--- config.mk ---
export PLATFORM = sky130hd
export DESIGN_NAME = imem_uart_loader_flat
export DESIGN_NICKNAME = d
export VERILOG_FILES = /design/src/rtl/imem_uart_loader_pkg.sv /design/src/rtl/imem_uart_loader_if.sv /design/src/rtl/imem_uart_loader_uart_rx_byte.sv /design/src/rtl/imem_uart_loader.sv /design/src/flat_wrapper.sv
export SDC_FILE = /design/constraint.sdc
export NUM_CORES = 1
export LEC_CHECK = 0
export BUFFER_PORTS_ARGS = -buffer_cell sky130_fd_sc_hd__buf_4
export CORE_MARGIN = 2
export CORE_UTILIZATION = 64
export CTS_CLUSTER_SIZE = 30
export DETAILED_ROUTE_END_ITERATION = 12
export GPL_TIMING_DRIVEN = 0
export PLACE_DENSITY = 0.85
export SYNTH_ARGS = -nofsm -noshare
export SYNTH_HDL_FRONTEND = slang
export SYNTH_SLANG_ARGS = --single-unit
export TNS_END_PERCENT = 5
--- constraint.sdc ---
create_clock -name clk -period 4.4 [get_ports clk]
set_input_delay 0.44 -clock clk [delete_from_list [all_inputs] [get_ports clk]]
set_output_delay 0.44 -clock clk [all_outputs]
set_load 0.005 [all_outputs]
--- src/rtl/imem_uart_loader_pkg.sv ---
// Shared definitions for the UART program loader: FSM encodings, frame constants
// and the running checksum helper.
package imem_uart_loader_pkg;

    typedef enum logic [2:0] {
        S_IDLE   = 3'd0,
        S_LEN_LO = 3'd1,
        S_LEN_HI = 3'd2,
        S_DATA   = 3'd3,
        S_CHK    = 3'd4,
        S_DONE   = 3'd5,
        S_ERR    = 3'd6
    } ldr_state_e;

    typedef enum logic [1:0] {
        RX_IDLE  = 2'd0,
        RX_START = 2'd1,
        RX_DATA  = 2'd2,
        RX_STOP  = 2'd3
    } rx_state_e;

    localparam logic [7:0] SYNC_BYTE_DEFAULT = 8'hA5;
    localparam int         LEN_W             = 16;
    localparam logic [1:0] LAST_BYTE_IDX     = 2'd3;

    // Frame checksum is a plain modulo-256 byte sum over the payload.
    function automatic logic [7:0] chk_add(input logic [7:0] acc, input logic [7:0] b);
        return acc + b;
    endfunction

endpackage

--- src/rtl/imem_uart_loader_if.sv ---
// Instruction-memory write port plus loader status, as seen by the loader (master)
// and by the memory/debug side (slave).
interface imem_uart_loader_if #(parameter int ADDR_W = 8);
    logic              imem_we;
    logic [ADDR_W-1:0] imem_waddr;
    logic [31:0]       imem_wdata;
    logic              cpu_hold;
    logic              done;
    logic              error;
    logic [ADDR_W:0]   words_loaded;

    modport master (
        output imem_we, imem_waddr, imem_wdata, cpu_hold, done, error, words_loaded
    );

    modport slave (
        input imem_we, imem_waddr, imem_wdata, cpu_hold, done, error, words_loaded
    );
endinterface

--- src/rtl/imem_uart_loader_uart_rx_byte.sv ---
// 8N1 UART byte receiver: 2-FF synchroniser, centre sampling, glitch-rejecting start
// check and a one-cycle rx_valid / framing_err pulse at the stop-bit centre.
module uart_rx_byte
    import imem_uart_loader_pkg::*;
#(
    parameter int CLKS_PER_BIT = 868
) (
    input  logic       clk,
    input  logic       rst,
    input  logic       rxd,
    output logic       rx_valid,
    output logic [7:0] rx_byte,
    output logic       framing_err
);
    localparam int                CNT_W   = $clog2(CLKS_PER_BIT);
    localparam logic [CNT_W-1:0]  HALF_M1 = CNT_W'(CLKS_PER_BIT / 2 - 1);
    localparam logic [CNT_W-1:0]  FULL_M1 = CNT_W'(CLKS_PER_BIT - 1);
    localparam logic [CNT_W-1:0]  CNT_ONE = CNT_W'(1);

    logic             sync1_r, sync2_r, prev_r;
    rx_state_e        state_r, state_s;
    logic [CNT_W-1:0] cnt_r, cnt_s;
    logic [2:0]       bit_idx_r, bit_idx_s;
    logic [7:0]       shift_r, shift_s;
    logic             valid_r, valid_s;
    logic [7:0]       byte_r, byte_s;
    logic             ferr_r, ferr_s;

    // Synchroniser, edge history and all receiver state.
    always_ff @(posedge clk) begin
        if (rst) begin
            sync1_r   <= 1'b1;
            sync2_r   <= 1'b1;
            prev_r    <= 1'b1;
            state_r   <= RX_IDLE;
            cnt_r     <= '0;
            bit_idx_r <= 3'd0;
            shift_r   <= 8'h00;
            valid_r   <= 1'b0;
            byte_r    <= 8'h00;
            ferr_r    <= 1'b0;
        end else begin
            sync1_r   <= rxd;
            sync2_r   <= sync1_r;
            prev_r    <= sync2_r;
            state_r   <= state_s;
            cnt_r     <= cnt_s;
            bit_idx_r <= bit_idx_s;
            shift_r   <= shift_s;
            valid_r   <= valid_s;
            byte_r    <= byte_s;
            ferr_r    <= ferr_s;
        end
    end

    // Bit timing and next-state decode; the counter is reset at every sample point.
    always_comb begin
        state_s   = state_r;
        cnt_s     = cnt_r + CNT_ONE;
        bit_idx_s = bit_idx_r;
        shift_s   = shift_r;
        valid_s   = 1'b0;
        byte_s    = byte_r;
        ferr_s    = 1'b0;
        case (state_r)
            RX_IDLE: begin
                cnt_s = '0;
                if (prev_r && !sync2_r) begin
                    state_s = RX_START;
                end else begin
                    state_s = RX_IDLE;
                end
            end
            RX_START: begin
                if (cnt_r == HALF_M1) begin
                    cnt_s     = '0;
                    bit_idx_s = 3'd0;
                    if (!sync2_r) begin
                        state_s = RX_DATA;
                    end else begin
                        state_s = RX_IDLE;
                    end
                end else begin
                    state_s = RX_START;
                end
            end
            RX_DATA: begin
                if (cnt_r == FULL_M1) begin
                    cnt_s   = '0;
                    shift_s = {sync2_r, shift_r[7:1]};
                    if (bit_idx_r == 3'd7) begin
                        state_s = RX_STOP;
                    end else begin
                        bit_idx_s = bit_idx_r + 3'd1;
                    end
                end else begin
                    state_s = RX_DATA;
                end
            end
            RX_STOP: begin
                if (cnt_r == FULL_M1) begin
                    cnt_s   = '0;
                    state_s = RX_IDLE;
                    if (sync2_r) begin
                        valid_s = 1'b1;
                        byte_s  = shift_r;
                    end else begin
                        ferr_s = 1'b1;
                    end
                end else begin
                    state_s = RX_STOP;
                end
            end
            default: begin
                state_s = RX_IDLE;
                cnt_s   = '0;
            end
        endcase
    end

    assign rx_valid    = valid_r;
    assign rx_byte     = byte_r;
    assign framing_err = ferr_r;

endmodule

--- src/rtl/imem_uart_loader.sv ---
// Boot loader: parses SYNC/LEN/payload/CHK frames from UART, writes little-endian
// words into instruction memory and holds the core in reset until a frame verifies.
module imem_uart_loader
    import imem_uart_loader_pkg::*;
#(
    parameter int         CLKS_PER_BIT = 868,
    parameter int         ADDR_W       = 8,
    parameter logic [7:0] SYNC_BYTE    = SYNC_BYTE_DEFAULT
) (
    input  logic                clk,
    input  logic                rst,
    input  logic                rxd,
    imem_uart_loader_if.master  ldr
);
    localparam logic [LEN_W:0]  MAX_WORDS = (LEN_W + 1)'(2 ** ADDR_W);
    localparam logic [ADDR_W:0] WORD_ONE  = {{ADDR_W{1'b0}}, 1'b1};
    localparam int              IDX_PAD   = LEN_W - ADDR_W - 1;

    logic       rx_valid_s;
    logic [7:0] rx_byte_s;
    logic       framing_err_s;

    uart_rx_byte #(.CLKS_PER_BIT(CLKS_PER_BIT)) u_rx (
        .clk         (clk),
        .rst         (rst),
        .rxd         (rxd),
        .rx_valid    (rx_valid_s),
        .rx_byte     (rx_byte_s),
        .framing_err (framing_err_s)
    );

    ldr_state_e        state_r, state_s;
    logic [LEN_W-1:0]  len_r, len_s, n_s, widx_inc_s;
    logic [1:0]        byte_idx_r, byte_idx_s;
    logic [31:0]       word_buf_r, word_buf_s;
    logic [7:0]        sum_r, sum_s;
    logic [ADDR_W:0]   word_idx_r, word_idx_s;
    logic              we_r, we_s;
    logic [ADDR_W-1:0] waddr_r, waddr_s;
    logic [31:0]       wdata_r, wdata_s;
    logic              hold_r, hold_s;
    logic              done_r, done_s;
    logic              error_r, error_s;
    logic [ADDR_W:0]   loaded_r, loaded_s;

    // Loader state and every registered output.
    always_ff @(posedge clk) begin
        if (rst) begin
            state_r    <= S_IDLE;
            len_r      <= '0;
            byte_idx_r <= 2'd0;
            word_buf_r <= 32'h0000_0000;
            sum_r      <= 8'h00;
            word_idx_r <= '0;
            we_r       <= 1'b0;
            waddr_r    <= '0;
            wdata_r    <= 32'h0000_0000;
            hold_r     <= 1'b1;
            done_r     <= 1'b0;
            error_r    <= 1'b0;
            loaded_r   <= '0;
        end else begin
            state_r    <= state_s;
            len_r      <= len_s;
            byte_idx_r <= byte_idx_s;
            word_buf_r <= word_buf_s;
            sum_r      <= sum_s;
            word_idx_r <= word_idx_s;
            we_r       <= we_s;
            waddr_r    <= waddr_s;
            wdata_r    <= wdata_s;
            hold_r     <= hold_s;
            done_r     <= done_s;
            error_r    <= error_s;
            loaded_r   <= loaded_s;
        end
    end

    // Frame parser; a sync byte in IDLE/DONE/ERR starts a fresh frame and re-holds the core.
    always_comb begin
        state_s    = state_r;
        len_s      = len_r;
        byte_idx_s = byte_idx_r;
        word_buf_s = word_buf_r;
        sum_s      = sum_r;
        word_idx_s = word_idx_r;
        we_s       = 1'b0;
        waddr_s    = waddr_r;
        wdata_s    = wdata_r;
        hold_s     = hold_r;
        done_s     = done_r;
        error_s    = error_r;
        loaded_s   = loaded_r;
        n_s        = {rx_byte_s, len_r[7:0]};
        widx_inc_s = {{IDX_PAD{1'b0}}, word_idx_r} + 16'd1;
        if (framing_err_s) begin
            if (state_r inside {S_LEN_LO, S_LEN_HI, S_DATA, S_CHK}) begin
                state_s = S_ERR;
                error_s = 1'b1;
                done_s  = 1'b0;
                hold_s  = 1'b1;
            end else begin
                state_s = state_r;
            end
        end else if (rx_valid_s) begin
            case (state_r)
                S_IDLE, S_DONE, S_ERR: begin
                    if (rx_byte_s == SYNC_BYTE) begin
                        state_s    = S_LEN_LO;
                        hold_s     = 1'b1;
                        done_s     = 1'b0;
                        error_s    = 1'b0;
                        loaded_s   = '0;
                        byte_idx_s = 2'd0;
                        sum_s      = 8'h00;
                        word_idx_s = '0;
                    end else begin
                        state_s = state_r;
                    end
                end
                S_LEN_LO: begin
                    len_s[7:0] = rx_byte_s;
                    state_s    = S_LEN_HI;
                end
                S_LEN_HI: begin
                    len_s = n_s;
                    if ({1'b0, n_s} > MAX_WORDS) begin
                        state_s = S_ERR;
                        error_s = 1'b1;
                        hold_s  = 1'b1;
                    end else if (n_s == 16'd0) begin
                        state_s = S_CHK;
                    end else begin
                        state_s = S_DATA;
                    end
                end
                S_DATA: begin
                    word_buf_s = {rx_byte_s, word_buf_r[31:8]};
                    sum_s      = chk_add(sum_r, rx_byte_s);
                    if (byte_idx_r == LAST_BYTE_IDX) begin
                        byte_idx_s = 2'd0;
                        we_s       = 1'b1;
                        waddr_s    = word_idx_r[ADDR_W-1:0];
                        wdata_s    = {rx_byte_s, word_buf_r[31:8]};
                        loaded_s   = loaded_r + WORD_ONE;
                        word_idx_s = word_idx_r + WORD_ONE;
                        if (widx_inc_s == len_r) begin
                            state_s = S_CHK;
                        end else begin
                            state_s = S_DATA;
                        end
                    end else begin
                        byte_idx_s = byte_idx_r + 2'd1;
                    end
                end
                S_CHK: begin
                    if (rx_byte_s == sum_r) begin
                        state_s = S_DONE;
                        done_s  = 1'b1;
                        hold_s  = 1'b0;
                    end else begin
                        state_s = S_ERR;
                        error_s = 1'b1;
                        hold_s  = 1'b1;
                    end
                end
                default: begin
                    state_s = S_IDLE;
                end
            endcase
        end else begin
            state_s = state_r;
        end
    end

    assign ldr.imem_we      = we_r;
    assign ldr.imem_waddr   = waddr_r;
    assign ldr.imem_wdata   = wdata_r;
    assign ldr.cpu_hold     = hold_r;
    assign ldr.done         = done_r;
    assign ldr.error        = error_r;
    assign ldr.words_loaded = loaded_r;

endmodule

--- src/flat_wrapper.sv ---
// flat-port wrapper written by rule: the top's interface ports become plain ports
module imem_uart_loader_flat import imem_uart_loader_pkg::*;
#(
    parameter int         CLKS_PER_BIT = 868,
    parameter int         ADDR_W       = 8,
    parameter logic [7:0] SYNC_BYTE    = SYNC_BYTE_DEFAULT
)
  (clk, rst, rxd, ldr_imem_we, ldr_imem_waddr, ldr_imem_wdata, ldr_cpu_hold, ldr_done, ldr_error, ldr_words_loaded);
  imem_uart_loader_if #(.ADDR_W(ADDR_W)) ldr_i ();
  input  logic clk;
  input  logic rst;
  input  logic rxd;
  output wire logic [$bits(ldr_i.imem_we)-1:0] ldr_imem_we;
  output wire logic [$bits(ldr_i.imem_waddr)-1:0] ldr_imem_waddr;
  output wire logic [$bits(ldr_i.imem_wdata)-1:0] ldr_imem_wdata;
  output wire logic [$bits(ldr_i.cpu_hold)-1:0] ldr_cpu_hold;
  output wire logic [$bits(ldr_i.done)-1:0] ldr_done;
  output wire logic [$bits(ldr_i.error)-1:0] ldr_error;
  output wire logic [$bits(ldr_i.words_loaded)-1:0] ldr_words_loaded;
  assign ldr_imem_we = ldr_i.imem_we;
  assign ldr_imem_waddr = ldr_i.imem_waddr;
  assign ldr_imem_wdata = ldr_i.imem_wdata;
  assign ldr_cpu_hold = ldr_i.cpu_hold;
  assign ldr_done = ldr_i.done;
  assign ldr_error = ldr_i.error;
  assign ldr_words_loaded = ldr_i.words_loaded;
  imem_uart_loader #(.CLKS_PER_BIT(CLKS_PER_BIT), .ADDR_W(ADDR_W), .SYNC_BYTE(SYNC_BYTE)) u_core (.clk(clk), .rst(rst), .rxd(rxd), .ldr(ldr_i));
endmodule
# Word level (Yosys, flattened, before mapping)
# Index checks and enable logic that the tools add are counted.
[word_totals]
regBits = 159
word_cells = 147
in_bits = 3
output_inout_bits = 53
[classes]
n_reduce_logical = 28
bitwise = 5
eq_ne = 28
addsub = 7
n_mux = 54
n_lt_le_gt_ge = 1
[ops]
columns = ["op", "n"]
rows = [
  ["$pmux W9 S2", 2],
  ["$mux W3", 11],
  ["$pmux W10 S3", 1],
  ["$mux W9", 3],
  ["$mux W10", 2],
  ["$add A9 B1 Y9 const B", 2],
  ["$mux W1", 18],
  ["$eq A16 B16 Y1", 1],
  ["$gt A16 B9 Y1 const B", 1],
  ["$logic_not A16 Y1", 1],
  ["$mux W2", 8],
  ["$pmux W8 S2", 1],
  ["$reduce_and A4 Y1", 4],
  ["$ne A3 B3 Y1 const B", 5],
  ["$pmux W3 S5", 1],
  ["$reduce_and A5 Y1", 3],
  ["$eq A3 B3 Y1 const B", 4],
  ["$reduce_and A3 Y1", 4],
  ["$add A10 B1 Y10 const B", 1],
  ["$add A9 B1 Y10 const B", 1],
  ["$eq A10 B10 Y1 const B", 1],
  ["$eq A10 B9 Y1 const B", 1],
  ["$add A8 B8 Y8", 1],
  ["$eq A8 B8 Y1", 1],
  ["29 further kinds", 45],
]

# Depth between registers and ports, before layout
[depth]
word_depth = 7
mapped_depth = 8
ltp_nobuf = 8

# Cells and area by module
# From an unflattened synthesis, not the netlist that was laid out.
[hier_totals]
cells_unflattened = 784
hier_area_um2 = 6595.1
[by_module_without_submodules]
columns = ["mod", "area_each_um2", "seq_area_each_um2", "n_inst", "cells_each"]
rows = [
  ["imem_uart_loader", 5093.6, 2302.2, 1, 633],
  ["uart_rx_byte", 1501.4, 720.7, 1, 151],
]

# Least setup slack after synthesis
# Ideal clock, no wire load.
[synth_path]
path_kind = "register -> register"
from = "reg u_core.u_rx.byte_r[6], in the netlist u_core.u_rx.rx_byte[6]"
to = "reg u_core.error_r, in the netlist u_core.ldr.error"
arrival_time_ns = 1.863
synth_period_minus_slack_ns = 1.985
required_time_ns = 4.279
setup_time_ns = 0.121
path_stages_with_launch = 8
path_buffers = 0
slack_ns = 2.415
path_cell_list = "dfxtp_1 ha_1 nor4_1 nand4_1 or3_1 or2_2 a21oi_1 nor2_1"
[synth_via]
elab_chain_cells = 3
[synth_lines]
columns = ["element", "line", "text"]
rows = [
  ["start, declared", "imem_uart_loader_uart_rx_byte.sv:26", "logic [7:0] byte_r, byte_s;"],
  ["start signal, assigned", "imem_uart_loader_uart_rx_byte.sv:51", "byte_r <= byte_s;"],
  ["$gt A16 B9 Y1 (tied with other cells)", "imem_uart_loader.sv:127", "if ({1'b0, n_s} > MAX_WORDS) begin"],
  ["$ne A3 B3 Y1 (no line) or $ne A3 B2 Y1 (tied branches)", "-", ""],
  ["$reduce_and A6 Y1 (no line) *", "-", ""],
  ["end signal, assigned", "imem_uart_loader.sv:74", "error_r <= error_s;"],
  ["end, declared", "imem_uart_loader.sv:43", "logic error_r, error_s;"],
]
# Mark *: on every way between the ends. The rest lies on a longest branch, timed or not.
# A chain may end at the register's enable or synchronous reset.

# Worst setup path after layout
[layout_path]
from = "reg u_core.state_r[2]"
to = "reg u_core.word_idx_r[8]"
[layout_via]
elab_chain_cells = 4
[layout_lines]
columns = ["element", "line", "text"]
rows = [
  ["start, declared", "imem_uart_loader.sv:32", "ldr_state_e state_r, state_s;"],
  ["start signal, assigned", "imem_uart_loader.sv:63", "state_r <= state_s;"],
  ["$eq A3 B3 Y1 or $logic_not A3 Y1 (tied branches)", "imem_uart_loader.sv:106", "case (state_r)"],
  ["$reduce_or A3 Y1", "imem_uart_loader.sv:106", ""],
  ["$ne A2 B1 Y1 (no line) or $reduce_bool A2 Y1 (tied branches)", "-", ""],
  ["$reduce_and A5 Y1 (no line)", "-", ""],
  ["end signal, assigned", "imem_uart_loader.sv:68", "word_idx_r <= word_idx_s;"],
  ["end, declared", "imem_uart_loader.sv:37", "logic [ADDR_W:0] word_idx_r, word_idx_s;"],
]
# Parallel ways exist; a longest one is shown, timed or not.

==> metrics.yaml <==
outcome: "finished, final reports clean"
pre_cts_ws_ns: 1.926
crit_type: "reg -> reg"
hold_depth: 2
core_area_um2: 10230
io_buffers: 55
max_freq_mhz: 385.1
drtIter0Drc: 474
die-area_um2: 11270
critPathLaunchType: "flop"
start_util_pct: 65.28
layout_min_cycle_time_ns: 2.597
drv_slew: 0
syn_avg_cell_area_um2: 8.266
final_core_util_pct: 76.57
r2r-end: "u_core.word_idx_r[8]"
synthMuxAreaShare_pct: 3.915
netlist_instances: 808
drt_pass1_iterations: 5
p_per_area_nw_per_um2: 357.7
synth-seq-cells: 151
die-width_um: 106.2
cts-root-buf: "clkbuf_8"
r2r_start: "u_core.state_r[2]"
drive_gt1_share_pct: 13.63
worstMarginPinSlew_ns: 0.6558
slowest_delay_ns: 0.54
synth-edff-count: 0
overflow: 0
cts.clk_slew.worst_paths_ns: 0.06
cpMaxStageDelayCell: "nor2_1"
synth_top_area_share_pct: 45.26
maxSlewHeadroom_pct: 56.28
path_cells: "clkbuf_8, nand3b_1, nor2_1, nand2_1, clkbuf_1, a31oi_1, o21ai_0, a21oi_1"
crit_required_ns: 4.87
grt_use_total_pct: 30.70
dp_cells: 999
cap_violations: 0
synthFlopType: "dfxtp_1"
grt_pass1_vias: 5734
hold_viol_final: 0
netlist_area_um2: 6679
rsz0062_at_grt: "false"
rows: 37
ys.warnings.count: 0
htree_levels: 4
cts_tree: "built"
fin_cells: 1031
ys_top_cells_by_area: "dfxtp_1 45%, nand2_1 9.1%, a21oi_1 7.3%"
grt_max_degree: 17
die-height_um: 106.2
synth_compound_gate_area_share_pct: 14.11
ys_seq_area_share_pct: 45.26
cp.arrival_ns: 3.07
synthToLayoutAreaGrowth_pct: 17.29
fin_skew_ns: 0.01114
synth-adder-area-share_pct: 2.922
leakagePower_nw: 3.091
holdCritPathClass: "in -> reg"
vias: 6048
clock_path_buffers: 2
worst_setup_path_end_kind: "flop"
post-dp-hpwl_um: 11490
antenna_cells: 0
grt_pass1_wl_um: 27340
final_common_cell: "nand2_1"
fin_nets: 900
antenna_found_initial: 0
avgViaCountPerCell: 5.866
drt-total-wl_um: 16620
r2r_setup_slack_ns: 1.80
clock_latency_ns: 0.55
cts.repair.resized: 0
hold_slack_ns: 0.07366
fin_setup_tns_ns: 0
crit_fanout: 10
routabilityCongestion: 0.9802
synth_top_family_by_area: "simple AND/OR/NAND/NOR gates"
clock-sinks: 151
synth.net_count: 826
routedWlPerCell_um: 16.12
final_cell_mix: "162 x nand2_1, 151 x dfxtp_1, 97 x a21oi_1, 87 x nor2_1, 56 x buf_4"
io_pins: 56
ys_types: 69
min_from: "rxd"
cts_setup_buffers: 0
fin_crit_sh_pct: 59.02
yosys.area.top_type: "dfxtp_1"
setup_viol: 0
ys_async_sr_fraction_pct: 0
setup_slack_ns: 1.803
ff2ff_path_depth: 8
cts_hold_buf: 0
synthSimpleGateAreaFrac_pct: 24.71
ir_worst_vdd_v: 0.0002942
numCtsBuffers: 17
synth_xor_area_share_pct: 4.590
drc_errors: 0
ant_nets: 0
min_to: "u_core.u_rx.sync1_r"
==> worst max-delay path: cells and delay by family, from the launching register on <==
family	cells	cell delay (ns)
simple gates	3	1.24
compound gates	3	0.43
flops	1	0.32
buf+inv	2	0.52
==> where the power goes <==
group / leakage, nW / switching, W / total (W) / internal [W]
Sequential: 1.22 / 0.00000161 / 0.00137 / 0.00137
Clock: 0.278 / 0.000591 / 0.00139 / 0.000802
Combinational: 1.60 / 0.0000298 / 0.0000389 / 0.00000902
==> worst max-delay path by stage <==
stage,start,to,slack [ns],cells past startpoint
2_1_floorplan,u_core.u_rx.rx_byte[6],u_core.ldr.error,2.42,7
3_3_place_gp,u_core.state_r[2],u_core.word_idx_r[8],1.99,8
3_5_place_dp,u_core.state_r[2],u_core.word_idx_r[8],1.93,8
4_1_cts,u_core.state_r[2],u_core.word_idx_r[8],1.89,8
5_1_grt,u_core.state_r[2],u_core.word_idx_r[5],1.68,8
6_report,u_core.state_r[2],u_core.word_idx_r[8],1.80,8
==> synth_stat cells, drive strengths merged, types with 13 or more instances <==
| cell | count |
|---|---|
| xnor2 | 15 |
| o21ai | 13 |
| buf | 19 |
| nor2 | 88 |
| nand2 | 162 |
| clkbuf | 33 |
| dfxtp | 151 |
| nand3 | 25 |
| mux2i | 25 |
| nor3 | 14 |
| ha | 14 |
| xor2 | 20 |
| a21oi | 98 |
==> metal layers <==
layer / vias up / share of wire [%] / track usage, %
li1: 2919 / - / -
met1: 2906 / 44 / 38.59
met2: 196 / 49 / 51.37
met3: 27 / 5.5 / 5.947
met4: 0 / 2.3 / 13.35
met5: - / 0 / 0
==> logic make-up after synthesis <==
| logic type | Yosys count |
|---|---|
| simple gates | 363 |
| compound gates | 155 |
| flops | 151 |
| buf+inv | 63 |
| xor+xnor | 35 |
| mux | 26 |
| fa+ha+maj | 15 |
==> registers in the layout, summed over array words and instances, names as in the netlist, 2 cells and up <==
name and count:
u_core.byte_idx_r 2, u_core.ldr.imem_waddr 8, u_core.ldr.imem_wdata 32, u_core.ldr.words_loaded 9, u_core.len_r 16, u_core.state_r 3, u_core.sum_r 8, u_core.u_rx.bit_idx_r 3
u_core.u_rx.cnt_r 10, u_core.u_rx.rx_byte 8, u_core.u_rx.shift_r 8, u_core.u_rx.state_r 2, u_core.word_buf_r 24, u_core.word_idx_r 9
==> area by class of cell <==
| cell class | instances | area [µm²] |
|---|---|---|
| Buffer | 52 | 259.0 |
| Clock buffer | 20 | 455.4 |
| Clock inverter | 12 | 116.4 |
| Fill cell | 703 | 2397 |
| Inverter | 11 | 41.29 |
| Multi-Input combinational cell | 594 | 3356 |
| Sequential cell | 151 | 3023 |
| Tap cell | 136 | 170.2 |
| Timing Repair Buffer | 55 | 412.9 |
==> per-stage QoR <==
stage / area [µm²] / power, W
final: 7834 / 0.002802
after floorplan: 6679 / 0.001424
after global placement: 7262 / 0.001437
after CTS: 7834 / 0.002803
after detailed placement: 7262 / 0.001438
after global routing: 7834 / 0.002867
(Power assumes the default switching activity.)
